===== src/rtl/kronos_wb.sv =====
// Kronos write-back stage: commits ALU results and performs data-bus loads
// with byte/half extraction before writing the register file.
module kronos_wb (
  input  logic        clk,
  input  logic        rstz,
  input  logic [31:0] execute_result,
  input  logic [4:0]  execute_rd,
  input  logic        execute_rd_write,
  input  logic        execute_is_load,
  input  logic [1:0]  execute_size,
  input  logic        execute_uns,
  input  logic        execute_vld,
  output logic        execute_rdy,
  output logic [31:0] data_addr,
  output logic        data_req,
  input  logic        data_ack,
  input  logic [31:0] data_rd_data,
  output logic [31:0] regwr_data,
  output logic [4:0]  regwr_sel,
  output logic        regwr_en,
  output logic        regwr_pending
);

  typedef enum logic [1:0] {IDLE, LOAD, WRITE} state_t;

  state_t      state, state_nxt;
  logic        accept;
  logic        rd_ok;
  logic        wr_q;
  logic [1:0]  off_q;
  logic [1:0]  size_q;
  logic        uns_q;
  logic [7:0]  byte_val;
  logic [15:0] half_val;
  logic [31:0] load_val;

  assign accept = execute_vld && execute_rdy;
  assign rd_ok  = execute_rd_write && (execute_rd != 5'd0);

  always_ff @(posedge clk or negedge rstz) begin
    if (!rstz) state <= IDLE;
    else       state <= state_nxt;
  end

  always_comb begin
    state_nxt     = state;
    execute_rdy   = (state != LOAD);
    data_req      = (state == LOAD);
    regwr_en      = (state == WRITE) && wr_q;
    regwr_pending = (state != IDLE) && wr_q;
    case (state)
      LOAD: begin
        if (data_ack) state_nxt = WRITE;
      end
      IDLE, WRITE: begin
        if (accept) state_nxt = execute_is_load ? LOAD : WRITE;
        else        state_nxt = IDLE;
      end
      default: state_nxt = IDLE;
    endcase
  end

  // Lane extraction; the execute stage guarantees natural alignment.
  always_comb begin
    byte_val = 8'h00;
    half_val = off_q[1] ? data_rd_data[31:16] : data_rd_data[15:0];
    load_val = data_rd_data;
    case (off_q)
      2'd0:    byte_val = data_rd_data[7:0];
      2'd1:    byte_val = data_rd_data[15:8];
      2'd2:    byte_val = data_rd_data[23:16];
      default: byte_val = data_rd_data[31:24];
    endcase
    case (size_q)
      2'b00:   load_val = {{24{byte_val[7] & ~uns_q}}, byte_val};
      2'b01:   load_val = {{16{half_val[15] & ~uns_q}}, half_val};
      default: load_val = data_rd_data;
    endcase
  end

  always_ff @(posedge clk or negedge rstz) begin
    if (!rstz) begin
      regwr_data <= 32'd0;
      regwr_sel  <= 5'd0;
      data_addr  <= 32'd0;
      wr_q       <= 1'b0;
      off_q      <= 2'd0;
      size_q     <= 2'd0;
      uns_q      <= 1'b0;
    end else if (accept) begin
      regwr_sel <= execute_rd;
      wr_q      <= rd_ok;
      if (execute_is_load) begin
        data_addr <= {execute_result[31:2], 2'b00};
        off_q     <= execute_result[1:0];
        size_q    <= execute_size;
        uns_q     <= execute_uns;
      end else begin
        regwr_data <= execute_result;
      end
    end else if ((state == LOAD) && data_ack) begin
      regwr_data <= load_val;
    end
  end

endmodule

===== config.mk =====
export PLATFORM = sky130hd
export DESIGN_NAME = kronos_wb
export DESIGN_NICKNAME = d
export VERILOG_FILES = /design/src/rtl/kronos_wb.sv
export SDC_FILE = /design/constraint.sdc
export NUM_CORES = 1
export LEC_CHECK = 0
export BUFFER_PORTS_ARGS = -buffer_cell sky130_fd_sc_hd__buf_2
export CAP_MARGIN = 20
export CORE_AREA = 2 2 91 101
export DETAILED_ROUTE_END_ITERATION = 8
export DIE_AREA = 0 0 93 103
export GPL_ROUTABILITY_DRIVEN = 0
export PLACE_DENSITY = 0.77
export SYNTH_ARGS = -nofsm -noshare
export SYNTH_HDL_FRONTEND = slang
export SYNTH_SLANG_ARGS = --single-unit

===== constraint.sdc =====
create_clock -name clk -period 1.6 [get_ports clk]
set_input_delay 0.32 -clock clk [delete_from_list [all_inputs] [get_ports clk]]
set_output_delay 0.32 -clock clk [all_outputs]
set_load 0.01 [all_outputs]

==> results.sh <==
export IMPL_outcome="finished, violations left"
export IMPL_violations="setup timing"
export IMPL_synthXorXnorAreaFrac_pct=0
export IMPL_synth_avg_cell_area_um2=10.1
export IMPL_ant_nets=0
export IMPL_cp_start_kind="register"
export IMPL_yosysTopAreaCell="dfrtp_1"
export IMPL_synth_compound_area_share_pct=21.8
export IMPL_num_vias=3438
export IMPL_hold_path_class="input pin to register"
export IMPL_seqCellArea_um2=1880
export IMPL_num_fill_cells=760
export IMPL_synth_top_family_by_area="compound AO/OA/AOI/OAI gates"
export IMPL_crit_chain="mux2i_1 > o21ai_2 > buf_4 > a311oi_4 > buf_12 > a21boi_2 > o21ai_1"
export IMPL_design_area_um2=5110
export IMPL_syn_area_um2=3680
export IMPL_dr_pass1_iters=4
export IMPL_async_flop_share_pct=100
export IMPL_insertion_delay_ns=0.35
export IMPL_placed_cell_area_um2=4770
export IMPL_area_delta_synth_final_pct=39.0
export IMPL_first_iter_violations=227
export IMPL_grt_start_max_net_pins=76
export IMPL_holdCritStartpoint="execute_rd[1]"
export IMPL_ys_flop_type="dfrtp_1"
export IMPL_synth_area_leaders="dfrtp_1 (51%), mux2_2 (7.3%), nand2_1 (6.7%)"
export IMPL_gr_total_overflow=0
export IMPL_synth_seq_cells=75
export IMPL_postSynthCellCount=364
export IMPL_core_um2=8650
export IMPL_fin_ws_ns=-0.139
export IMPL_numCtsBuffers=9
export IMPL_irDropWorstVdd_v=0.000640
export IMPL_clk_pin_slew_ns=0.08
export IMPL_max_cap_violations=0
export IMPL_cp_max_fo=15
export IMPL_die_w_um=93
export IMPL_cts_tree="yes"
export IMPL_grt_pass1_vias=3299
export IMPL_min_period_ns=1.74
export IMPL_antenna_found_initial=2
export IMPL_dieArea_um2=9580
export IMPL_yosys_top_cells_count="dfrtp_1 (75), nand2_1 (66), o21ai_0 (32), o21ai_1 (32), mux2_2 (24)"
export IMPL_seq_area_frac_synth_pct=51.0
export IMPL_vias_per_cell=5.30
export IMPL_clock_skew_ns=0.00978
export IMPL_cts_htree_levels=3
export IMPL_wl_um=10900
export IMPL_nets=608
export IMPL_powerDensity_nw_per_um2=1400
export IMPL_drv_slew=0
export IMPL_die_h_um=103
export IMPL_required_ns=1.83
export IMPL_dpl_hpwl_um=8230
export IMPL_rsz0062_at_grt="true"
export IMPL_crit_slowest_cell="dfrtp_1"
export IMPL_utilization_pct=59.1
export IMPL_diodes=0
export IMPL_cts_buffer_depth=2
export IMPL_hold_viol=0
export IMPL_r2r_start="off_q[0]"
export IMPL_synth_distinct_cells=38
export IMPL_cp_end_kind="register"
export IMPL_post_route_drc_count=0
export IMPL_wl_per_cell_um=16.7
export IMPL_startpoint="off_q[0]"
export IMPL_synth_top_area_share_pct=51.0
export IMPL_clock_sinks=75
export IMPL_drive_gt1_share_pct=48.4
export IMPL_yosysMostFrequentCell="dfrtp_1"
export IMPL_grt_use_total_pct=23.2
export IMPL_grt_pass1_wl_um=16900
export IMPL_arrival_ns=1.97
export IMPL_initial_core_util_pct=42.5
export IMPL_ios=151
export IMPL_power_leakage_nw=2.46
export IMPL_critPathKind="register to register"
export IMPL_tns_ns=-1.91
export IMPL_cts_root_buffer_cell="clkbuf_8"
export IMPL_synth_adder_area_share_pct=0
export IMPL_multiInputGateArea_um2=1810
export IMPL_yosysWarnings=0
export IMPL_synth_edff_count=0
export IMPL_io_buffers=148
export IMPL_muxShareOfSynthArea_pct=11.3
export IMPL_placementRows=36
export IMPL_yosys_area_share_simple_pct=11.2
export IMPL_setup_viol=22
export IMPL_timing_fmax_ghz=0.575
export IMPL_max_stage_delay_ns=0.41
export IMPL_fin_crit_sh_pct=109
final cells by class:
| class | count | area share (%) |
|---|---|---|
| multi-input cells | 257 | 35.4 |
| repair buffers | 183 | 21.1 |
| flip-flops and latches | 75 | 36.8 |
| inverters | 4 | 0.294 |
| clock inverters | 2 | 0.685 |
| well taps | 114 | 2.79 |
| clock buffers | 14 | 2.99 |
flip-flops by register name, indices dropped and copies added, names as in the netlist:
name        cells
data_addr      30
off_q           2
regwr_data     32
regwr_sel       5
size_q          2
state           2
uns_q           1
wr_q            1
worst max-delay path: cells and delay by family, from the launching register on:
family / cells / cell delay [ns]
compound gates: 4 / 0.64
flops: 1 / 0.41
buf+inv: 2 / 0.33
mux: 1 / 0.24
power by group:
part	leakage [nW]	total (mW)	internal (mW)	switching, mW
combinational	1.47	2.87	1.38	1.49
clock	0.0947	1.44	0.764	0.677
sequential	0.901	2.82	2.47	0.348
total	2.46	7.13	4.62	2.52
placed cells by master, fill, tap and decap left out, types with 2 or more instances in the layout:
cell	count
conb_1	2
buf_6	2
o21ai_0	31
mux2_1	10
a21oi_1	9
a21boi_0	5
nand2b_1	9
nor2_1	9
a22o_1	2
clkbuf_1	4
buf_2	147
nand2_2	2
buf_12	5
buf_4	28
dfrtp_2	2
o21ai_1	31
mux2i_1	2
inv_1	4
o22ai_1	3
mux2_2	24
a21boi_2	15
dfrtp_1	73
clkbuf_8	10
nand2_1	65
o21a_1	2
a221o_1	7
a21boi_1	2
a2111oi_2	6
o21ai_2	2
final timing paths:
path                       cells past startpoint  slack (ns)             end
setup / recovery                               7       -0.14  regwr_data[27]
setup reg to reg                               7       -0.14  regwr_data[27]
hold reg to reg                                2        0.47    regwr_sel[1]
max in group asynchronous                      3        0.74    regwr_sel[0]
min in group asynchronous                      3        0.52   data_addr[28]
hold / removal                                 3        0.17    regwr_sel[1]
stage by stage:
stage / power (mW) / std cells / setup slack [ns] / hold WS (ns)
floorplan: 4.32 / 365 / 0.00510 / 0.0244
global placement: 5.45 / 630 / -0.215 / 0.368
detailed placement: 5.56 / 630 / -0.251 / 0.374
CTS: 7.11 / 647 / -0.129 / 0.152
global route: 7.60 / 649 / -0.251 / 0.157
finish: 7.13 / 649 / -0.139 / 0.168
cell families (layout without fill, tap and decap cells):
logic type / after synthesis / after routing
flip-flops: 75 / 75
AO/OA/AOI/OAI: 124 / 124
multiplexers: 37 / 37
buffers and inverters: 33 / 203
other: 1 / 2
AND/OR/NAND/NOR: 94 / 94
layer usage:
| metal | wire length (um) | global-route usage, % | vias to the layer above |
|---|---|---|---|
| met1 | 4430 | 28.7 | 1654 |
| met2 | 5390 | 38.7 | 135 |
| li1 | - | - | 1621 |
| met5 | 27 | 0 | - |
| met3 | 764 | 6.07 | 24 |
| met4 | 247 | 9.73 | 4 |
timing repair:
item                                   in CTS  in global routing
hold buffers                                1                  0
setup endpoints to repair                  31                 61
endpoints found under the hold margin      69                  0
setup buffers                               0                  2
pin swaps                                   1                  0
resized for setup                          26                 13
(Power assumes the default switching activity.)
